## config.mk

```make
export PLATFORM = sky130hd
export DESIGN_NAME = iua_cmd_ctrl
export DESIGN_NICKNAME = d
export VERILOG_FILES = /design/src/rtl/iua_cmd_pkg.sv /design/src/rtl/iua_cmd_resp_buf.sv /design/src/rtl/iua_cmd_ctrl.sv
export SDC_FILE = /design/constraint.sdc
export NUM_CORES = 1
export LEC_CHECK = 0
export ABC_AREA = 1
export CORE_ASPECT_RATIO = 1.1
export CORE_MARGIN = 2
export CORE_UTILIZATION = 28
export CTS_BUF_LIST = sky130_fd_sc_hd__clkbuf_2
export CTS_CLUSTER_SIZE = 8
export DETAILED_ROUTE_END_ITERATION = 16
export HOLD_SLACK_MARGIN = 0.12
export PLACE_DENSITY = 0.49
export SETUP_SLACK_MARGIN = 0.2
export SYNTH_ARGS = -nofsm -noshare
export SYNTH_HDL_FRONTEND = slang
export SYNTH_SLANG_ARGS = --single-unit
```

## constraint.sdc

```tcl
create_clock -name clk -period 1.6 [get_ports clk]
set_input_delay 0.16 -clock clk [delete_from_list [all_inputs] [get_ports clk]]
set_output_delay 0.16 -clock clk [all_outputs]
set_load 0.05 [all_outputs]
```

## src/rtl/iua_cmd_pkg.sv

```systemverilog
// Shared definitions for the analyzer host command processor: opcodes,
// FSM state encodings and the layout of the status response byte.
package iua_cmd_pkg;

  localparam logic [7:0] OP_NOP     = 8'h00;
  localparam logic [7:0] OP_STOP    = 8'h01;
  localparam logic [7:0] OP_START   = 8'h02;
  localparam logic [7:0] OP_FLUSH   = 8'h03;
  localparam logic [7:0] OP_SET_DIV = 8'h04;
  localparam logic [7:0] OP_ID      = 8'h05;

  typedef enum logic [1:0] {
    PS_IDLE   = 2'd0,
    PS_DIV_LO = 2'd1,
    PS_DIV_HI = 2'd2
  } parse_state_e;

  typedef enum logic [1:0] {
    SRC_NONE = 2'd0,
    SRC_FIFO = 2'd1,
    SRC_RESP = 2'd2
  } tx_src_e;

  localparam int STAT_CAP_EN_BIT = 0;
  localparam int STAT_EMPTY_BIT  = 1;
  localparam int STAT_ERR_BIT    = 2;

  function automatic logic [7:0] pack_status(input logic err,
                                             input logic fifo_empty,
                                             input logic cap_en);
    logic [7:0] s;
    s                  = '0;
    s[STAT_ERR_BIT]    = err;
    s[STAT_EMPTY_BIT]  = fifo_empty;
    s[STAT_CAP_EN_BIT] = cap_en;
    return s;
  endfunction

endpackage

```

## src/rtl/iua_cmd_resp_buf.sv

```systemverilog
// Two-entry byte FIFO holding pending command response bytes until the
// TX arbiter hands them to the UART.
module iua_cmd_resp_buf
  import iua_cmd_pkg::*;
(
  input  logic       clk,
  input  logic       rst,
  input  logic       push_i,
  input  logic [7:0] push_data_i,
  input  logic       pop_i,
  output logic [7:0] head_o,
  output logic       full_o,
  output logic       empty_o
);

  logic [7:0] mem_q [2];
  logic       wr_ptr_q;
  logic       rd_ptr_q;
  logic [1:0] count_q;
  logic       push_ok;
  logic       pop_ok;

  always_comb begin
    empty_o = (count_q == 2'd0);
    full_o  = (count_q == 2'd2);
    pop_ok  = pop_i && !empty_o;
    // A push into a full buffer is accepted only when a pop frees a slot.
    push_ok = push_i && (!full_o || pop_ok);
    head_o  = mem_q[rd_ptr_q];
  end

  always_ff @(posedge clk) begin
    if (rst) begin
      wr_ptr_q <= 1'b0;
      rd_ptr_q <= 1'b0;
      count_q  <= 2'd0;
    end else begin
      if (push_ok) wr_ptr_q <= ~wr_ptr_q;
      if (pop_ok)  rd_ptr_q <= ~rd_ptr_q;
      count_q <= count_q + {1'b0, push_ok} - {1'b0, pop_ok};
    end
  end

  always_ff @(posedge clk) begin
    if (push_ok) mem_q[wr_ptr_q] <= push_data_i;
  end

endmodule

```

## src/rtl/iua_cmd_ctrl.sv

```systemverilog
// Host command parser and TX stream arbiter: decodes UART command bytes into
// capture control and merges command responses with captured FIFO data.
module iua_cmd_ctrl
  import iua_cmd_pkg::*;
#(
  parameter int         DIV_WIDTH   = 8,
  parameter int         DIV_DEFAULT = 16,
  parameter logic [7:0] ID_BYTE     = 8'hA5,
  parameter int         TIMEOUT_CYC = 65535
) (
  input  logic                 clk,
  input  logic                 rst,
  input  logic [7:0]           rx_data,
  input  logic                 rx_valid,
  input  logic [7:0]           fifo_do,
  input  logic                 fifo_empty,
  output logic                 fifo_rden,
  output logic                 fifo_flush,
  output logic                 cap_en,
  output logic [7:0]           tx_data,
  output logic                 tx_valid,
  input  logic                 tx_ack,
  output logic [DIV_WIDTH-1:0] div
);

  localparam logic [DIV_WIDTH-1:0] DIV_RST = DIV_WIDTH'(DIV_DEFAULT);
  localparam int                   TMO_W   = $clog2(TIMEOUT_CYC + 1);
  localparam logic [TMO_W-1:0]     TMO_MAX = TMO_W'(TIMEOUT_CYC);

  parse_state_e         ps_q;
  logic                 cap_en_q;
  logic                 flush_q;
  logic                 err_q;
  logic                 stat_push_q;
  logic [DIV_WIDTH-1:0] div_q;
  logic [DIV_WIDTH-1:0] div_word;
  logic [7:0]           lo_q;
  logic [7:0]           stat_q;
  logic [TMO_W-1:0]     tmo_q;

  logic op_fire;
  logic id_cmd;
  logic id_push;
  logic id_drop;
  logic bad_op;
  logic div_zero;
  logic tmo_hit;
  logic err_set;
  logic resp_busy;

  tx_src_e    src_q;
  tx_src_e    src_d;
  logic       rb_push;
  logic       rb_pop;
  logic       rb_full;
  logic       rb_empty;
  logic [7:0] rb_push_data;
  logic [7:0] rb_head;
  logic       slot_free;
  logic       resp_next;

  always_comb begin
    op_fire   = rx_valid && (ps_q == PS_IDLE);
    id_cmd    = op_fire && (rx_data == OP_ID);
    // The status byte is queued one cycle after the ID byte, so that cycle counts as busy.
    resp_busy = !rb_empty || stat_push_q;
    id_push   = id_cmd && !resp_busy;
    id_drop   = id_cmd && resp_busy;
    bad_op    = op_fire && (rx_data > OP_ID);
    div_word  = DIV_WIDTH'({rx_data, lo_q});
    div_zero  = rx_valid && (ps_q == PS_DIV_HI) && (div_word == '0);
    tmo_hit   = !rx_valid && (ps_q != PS_IDLE) && (tmo_q == TMO_MAX);
    err_set   = bad_op || id_drop || div_zero || tmo_hit;
  end

  always_ff @(posedge clk) begin
    if (rst) begin
      ps_q        <= PS_IDLE;
      cap_en_q    <= 1'b0;
      div_q       <= DIV_RST;
      flush_q     <= 1'b0;
      err_q       <= 1'b0;
      stat_push_q <= 1'b0;
      tmo_q       <= '0;
    end else begin
      flush_q     <= 1'b0;
      stat_push_q <= id_push;
      // A new error in the cycle the status is queued must survive the clear.
      err_q       <= (err_q && !stat_push_q) || err_set;
      if (rx_valid || (ps_q == PS_IDLE)) tmo_q <= '0;
      else if (tmo_q != TMO_MAX)         tmo_q <= tmo_q + 1'b1;
      case (ps_q)
        PS_IDLE: begin
          if (rx_valid) begin
            case (rx_data)
              OP_NOP:     ;
              OP_STOP:    cap_en_q <= 1'b0;
              OP_START:   cap_en_q <= 1'b1;
              OP_FLUSH:   flush_q  <= 1'b1;
              OP_SET_DIV: ps_q     <= PS_DIV_LO;
              default:    ;
            endcase
          end
        end
        PS_DIV_LO: begin
          if (rx_valid)     ps_q <= PS_DIV_HI;
          else if (tmo_hit) ps_q <= PS_IDLE;
        end
        PS_DIV_HI: begin
          if (rx_valid) begin
            ps_q <= PS_IDLE;
            if (!div_zero) div_q <= div_word;
          end else if (tmo_hit) begin
            ps_q <= PS_IDLE;
          end
        end
        default: ps_q <= PS_IDLE;
      endcase
    end
  end

  always_ff @(posedge clk) begin
    if (rx_valid && (ps_q == PS_DIV_LO)) lo_q <= rx_data;
    if (id_push) stat_q <= pack_status(err_q, fifo_empty, cap_en_q);
  end

  iua_cmd_resp_buf u_resp_buf (
    .clk         (clk),
    .rst         (rst),
    .push_i      (rb_push),
    .push_data_i (rb_push_data),
    .pop_i       (rb_pop),
    .head_o      (rb_head),
    .full_o      (rb_full),
    .empty_o     (rb_empty)
  );

  always_comb begin
    tx_valid = 1'b0;
    tx_data  = '0;
    case (src_q)
      SRC_FIFO: begin
        // A flush kills the pending FIFO byte in the same cycle.
        tx_valid = !fifo_empty && !flush_q;
        tx_data  = fifo_do;
      end
      SRC_RESP: begin
        tx_valid = !rb_empty;
        tx_data  = rb_head;
      end
      default: ;
    endcase
    rb_pop       = (src_q == SRC_RESP) && tx_ack && !rb_empty;
    fifo_rden    = (src_q == SRC_FIFO) && tx_ack && tx_valid;
    rb_push      = id_push || stat_push_q;
    rb_push_data = stat_push_q ? stat_q : ID_BYTE;
    slot_free    = !tx_valid || tx_ack;
    // Includes bytes pushed this cycle so a fresh response wins the next slot.
    resp_next    = rb_full || (!rb_empty && !rb_pop) || rb_push;
    src_d        = src_q;
    if (flush_q && (src_q == SRC_FIFO)) begin
      src_d = SRC_NONE;
    end else if (slot_free) begin
      if (resp_next)                    src_d = SRC_RESP;
      else if (!fifo_empty && !flush_q) src_d = SRC_FIFO;
      else                              src_d = SRC_NONE;
    end
  end

  always_ff @(posedge clk) begin
    if (rst) src_q <= SRC_NONE;
    else     src_q <= src_d;
  end

  assign cap_en     = cap_en_q;
  assign div        = div_q;
  assign fifo_flush = flush_q;

endmodule

```

==> qor.yml, run 1 <==
final.min_clock_period_ns: 1.944
finish.instance_area_um2: 4074
yosysSeqAreaShare_pct: 48.84
tightest_slew_ns: 0.3030
cts_made_buffers: 5
drive_above_1_share_pct: 35.08
vias: 2439
mappedNetlistArea_um2: 2685
ir_drop_mv: 0.2917
num-fill-cells: 956
worstReg2RegStart: "src_q[0]"
place_inst: 536
critPathRequiredTime_ns: 1.44
yosys_register_bits: 56
clock.fmax_ghz: 0.5145
critPathMaxStageDelay_ns: 0.40
violations: "negative setup slack"
status: "finished with violations"
first_iter_violations: 89
rows: 37
cp_max_fo: 3
core_um2: 9351
drc: 0
grt_pass1_wl_mm: 10.65
ios: 41
place.gp.congestion: 0.7484
yosys.area.top_type: "dfxtp_1"
drv_slew: 0
initial_core_util_pct: 28.71
crit_type: "flip-flop to primary output"
syn_inst: 344
startpoint_type: "flip-flop"
cpMaxStageDelayCell: "dfxtp_2"
die_x_um: 97.37
syn_area_per_cell_um2: 7.805
fin_util_pct: 43.56
slew_headroom_pct: 79.68
timing.clock.skew_ns: 0.02635
reg2reg_depth: 10
hold-path-cell-count: 1
grt_pass1_vias: 2323
drtPass1Iterations: 4
async_reset_ff_share_pct: 0
clock_sinks: 56
die_h_um: 106.7
rsz0062_at_grt: "true"
ys_top_cells_by_count: "nand2_1 (74), nor2_1 (54), inv_1 (50), dfxtp_1 (37), nand3_1 (22)"
fin_nets: 464
min_to: "div_word[5]"
grt.overflow.total: 0
fin_ws_ns: -0.3436
antenna_left: 0
ys_types: 29
p_leak_nw: 1.668
cap_violations: 0
synth_edf_count: 19
ctsLongestPathBuffers: 2
clock_latency_ns: 0.43
syn2layout_area_growth_pct: 51.72
powerDensity_nw_per_um2: 554.2
reg2reg_to: "u_resp_buf.count_q[1]"
ys_warn_count: 0
dp_worst_setup_slack_ns: -0.2304
ff_latch_area_um2: 1333
syn_nets: 370
gr-usage-all-layers_pct: 12.29
grt_max_degree: 18
wl_per_cell_um: 11.21
multi_input_area_um2: 1465
final_cell_count_no_fill: 556
antennaDiodeCount: 0
clkTransAtPathRegs_ns: 0.28
placedInstanceArea_um2: 3661
cpMostUsedCell: "nand2_4"
synth_area_leaders: "dfxtp_1 (28%), edfxtp_1 (21%), nand2_1 (10%), nor2_1 (7.5%), inv_1 (7.0%)"
routed_via_density: 4.387
antenna_found_initial: 0
setup_violations: 10
die-area_um2: 10390
port_buffers: 40
crit_path_end_kind: "primary output"
synth.most_common_cell: "nand2_1"
synthFlopType: "dfxtp_1"
yosys.area.top_type_share_pct: 27.59
htree_levels: 2
whs_ns: 0.2695
cts_tree: "yes"
min_period_over_period_pct: 121.5
critPathArrivalTime_ns: 1.78
drt-total-wl_mm: 6.230
ff2ff_setup_slack_ns: 0.01
hpwl_mm: 4.682
cts_root_buf: "clkbuf_2"
crit_chain: "ha_4, inv_2, nand2_4, or3_4, nand2_4, buf_12"
finalHoldViolCount: 0
hp-class: "input pin to flip-flop"
min_from: "rx_data[5]"
metal layers:
layer | wire, um | GRT usage [%]
met2 | 3379 | 23.00
met4 | 44 | 2.679
met3 | 181 | 2.347
met1 | 2624 | 14.58
met5 | 0 | 0
stage by stage:
step | power, W | setup TNS [ns]
2_1_floorplan | 0.001581 | -0.3178
3_3_place_gp | 0.001703 | -1.177
3_5_place_dp | 0.001703 | -1.485
4_1_cts | 0.002287 | -2.852
5_1_grt | 0.002376 | -4.001
6_report | 0.002258 | -2.571
worst max-delay path by stage:
stage | cells past startpoint | to | slack, ns | start
floorplan | 7 | fifo_rden | -0.07 | src_q[0]
global placement | 12 | u_resp_buf.count_q[1] | -0.17 | rx_data[3]
detailed placement | 12 | u_resp_buf.count_q[1] | -0.23 | rx_data[7]
CTS | 7 | tx_data[5] | -0.40 | src_q[0]
global route | 7 | tx_data[5] | -0.47 | src_q[0]
finish | 6 | tx_data[5] | -0.34 | src_q[1]
cell type report:
cell class / instances / area share [%]
Multi-Input combinational cell: 234 / 35.96
Sequential cell: 56 / 32.71
Tap cell: 117 / 3.593
Clock inverter: 2 / 0.3993
Clock buffer: 6 / 0.7371
Timing Repair Buffer: 89 / 21.56
Inverter: 52 / 5.037
cells by family after synthesis:
| kind of cell | share of synthesized area (%) |
|---|---|
| and+or+nand+nor | 32.01 |
| DFF | 48.84 |
| xor gates and xnor gates | 1.305 |
| adders and majority gates | 2.330 |
| buffers and inverters | 7.875 |
| AOI/OAI and AO/OA | 7.642 |
cell usage in the layout (no fill, tap or decap), types with 4 or more instances in the layout:
cell and count:
inv_1 45, nor3_1 4, clkdlybuf4s50_1 20, nand2_4 7
o21ai_0 11, nor2_2 5, nand2_1 61, nand4_1 10
edfxtp_1 19, clkbuf_2 6, nor2_1 44, nor2_4 11
nand3_1 18, dfxtp_2 11, dfxtp_1 24, buf_4 48
buf_6 10, buf_12 10, a21oi_1 15, nand2_2 10
nor3_4 4
critical path: cells and delay by family (launching register included):
kind          cells  cell delay (ns)
fa+ha+maj         1             0.26
buf+inv           2             0.20
flops             1             0.40
simple gates      3             0.50
flip-flops by register name, indices dropped and copies added (netlist names), 2 cells and up, named ones only:
name	count
div	8
div_word	8
ps_q	2
src_q	2
stat_q	3
tmo_q	16
u_resp_buf.count_q	2
u_resp_buf.mem_q	8
where the power goes:
part	total (W)	leakage [nW]	internal [W]	switching [W]
clock	0.000556	0.0292	0.000117	0.000439
sequential	0.00147	0.473	0.00147	0.00000313
combinational	0.000228	1.17	0.000122	0.000106
total	0.00226	1.67	0.00171	0.000548
timing repair:
action,4_1_cts,5_1_grt
buffers inserted,5,6
gates resized for setup,40,37
gates cloned,0,1
hold buffers,0,0
setup endpoints to repair,33,41
pin swaps,14,11
No activity file was read; power rests on OpenSTA's default activity.
==> inputs of run 2 (changes only) <==
--- a/config.mk
+++ b/config.mk
@@ -15,6 +15,7 @@
 export HOLD_SLACK_MARGIN = 0.12
 export PLACE_DENSITY = 0.49
 export SETUP_SLACK_MARGIN = 0.2
+export SLEW_MARGIN = 5
 export SYNTH_ARGS = -nofsm -noshare
 export SYNTH_HDL_FRONTEND = slang
 export SYNTH_SLANG_ARGS = --single-unit
==> results of run 2 <==
No change in the layout: final DEF, timing and power equal those of run 1.
==> inputs of run 3 (changes only) <==
--- a/config.mk
+++ b/config.mk
@@ -12,9 +12,11 @@
 export CTS_BUF_LIST = sky130_fd_sc_hd__clkbuf_2
 export CTS_CLUSTER_SIZE = 8
 export DETAILED_ROUTE_END_ITERATION = 16
+export GPL_TIMING_DRIVEN = 0
 export HOLD_SLACK_MARGIN = 0.12
 export PLACE_DENSITY = 0.49
 export SETUP_SLACK_MARGIN = 0.2
+export SKIP_CTS_REPAIR_TIMING = 1
 export SLEW_MARGIN = 5
 export SYNTH_ARGS = -nofsm -noshare
 export SYNTH_HDL_FRONTEND = slang
==> run 3 against run 2 <==
Effect of this change:
- the flow still finishes with violations (negative setup slack)
- worst hold slack improved by 0.018 ns
- wire length rose by 1.0%
- utilization is 1.4 points lower
- via count fell by 1.4%
==> qor.yml, run 3 (synthesis results as in run 1) <==
clkTransAtPathRegs_ns: 0.26
core_um2: 9351
worstReg2RegStart: "src_q[0]"
tightest_slew_ns: 0.4067
rows: 37
cap_violations: 0
grt_pass1_vias: 2105
clock_latency_ns: 0.43
rsz0062_at_grt: "true"
min_from: "rx_data[7]"
cts_tree: "yes"
cp_max_fo: 5
place_inst: 501
hp-class: "input pin to flip-flop"
final_cell_count_no_fill: 539
antennaDiodeCount: 0
first_iter_violations: 104
initial_core_util_pct: 28.71
cts_made_buffers: 5
final.min_clock_period_ns: 1.996
clock_sinks: 56
layout_commonest_cell: "nand2_1"
placedInstanceArea_um2: 3324
regMostFlops: "tmo_q"
timing.clock.skew_ns: 0.01749
die_x_um: 97.37
drv_slew: 0
clock.fmax_ghz: 0.5011
grt_max_degree: 18
gr-usage-all-layers_pct: 11.30
routed_via_density: 4.460
place.gp.congestion: 0.7839
power_w: 0.002505
critPathArrivalTime_ns: 1.84
critPathLaunch: "src_q[0]"
antenna_found_initial: 0
dp_worst_setup_slack_ns: -0.6553
num-fill-cells: 983
antenna_left: 0
grt.overflow.total: 0
critPathRequiredTime_ns: 1.44
die_h_um: 106.7
ctsLongestPathBuffers: 2
status: "finished with violations"
htree_levels: 2
vias: 2404
largest_register_ffs: 16
min_period_over_period_pct: 124.7
startpoint_type: "flip-flop"
hpwl_mm: 4.407
die-area_um2: 10390
setup_violations: 13
crit_path_end_kind: "primary output"
drive_above_1_share_pct: 33.41
drtPass1Iterations: 4
crit_type: "flip-flop to primary output"
powerDensity_nw_per_um2: 635.9
ios: 41
wl_per_cell_um: 11.68
cts_root_buf: "clkbuf_2"
violations: "negative setup slack"
grt_pass1_wl_mm: 9.660
drt-total-wl_mm: 6.294
slew_headroom_pct: 72.80
ir_drop_mv: 0.3850
finalHoldViolCount: 0
finish.instance_area_um2: 3940
port_buffers: 40
syn2layout_area_growth_pct: 46.74
p_leak_nw: 1.613
drc: 0
fin_nets: 447
final_cell_mix: "nand2_1 (63), nor2_1 (42), inv_1 (42)"
fin_ws_ns: -0.3955
run 3: cell count changes in the layout (fill, tap and decap cells not counted), sizes merged:
cell,previous run,this run
inv,51,50
clkbuf,6,16
buf,69,42
bufinv,0,2
clkinv,2,1
run 3: stage by stage:
stage	setup TNS [ns]	hold WS (ns)	util [%]
6_report	-2.748	0.2878	42.13
3_5_place_dp	-12.06	0.4229	35.55
2_1_floorplan	-0.3178	0.2589	-
3_3_place_gp	-11.59	0.4219	35.55
4_1_cts	-12.23	0.2550	36.51
5_1_grt	-4.362	0.2322	42.13
run 3: critical path, cell delays in order, from the launching register on:
cell	delay [ns]
dfxtp_4	0.42
inv_2	0.04
ha_4	0.23
inv_2	0.07
nand2_4	0.08
or3_4	0.37
nand2_4	0.07
buf_8	0.14
run 3: final cells by class:
class                   count  area [um2]  share of cell area (%)
plain buffers               2       20.02                  0.5081
clock buffers               6       30.03                  0.7621
clock inverters             2       60.06                   1.524
inverters                  52       209.0                   5.303
multi-input cells         234        1455                   36.93
flip-flops and latches     56        1338                   33.95
well taps                 117       146.4                   3.715
repair buffers             70       681.9                   17.31
run 3: final timing paths:
kind | to | slack (ns) | cells past startpoint
hold / removal | div_word[7] | 0.29 | 1
setup reg to reg | u_resp_buf.count_q[1] | -0.18 | 10
setup / recovery | tx_data[7] | -0.40 | 7
hold reg to reg | flip-flop | 0.47 | 1
run 3: metal layers:
metal / vias up / GRT usage [%] / wire [um]
met2: 31 / 20.84 / 3375
met4: 0 / 2.976 / 70
li1: 1270 / - / -
met1: 1097 / 13.53 / 2697
met3: 6 / 2.021 / 150
met5: - / 0 / 0
run 3: power breakdown:
group / total [W] / leakage, nW / internal (W) / switching, W
logic: 0.000189 / 1.09 / 0.0000924 / 0.0000967
registers: 0.00147 / 0.473 / 0.00147 / 0.00000422
clock network: 0.000846 / 0.0532 / 0.000427 / 0.000419
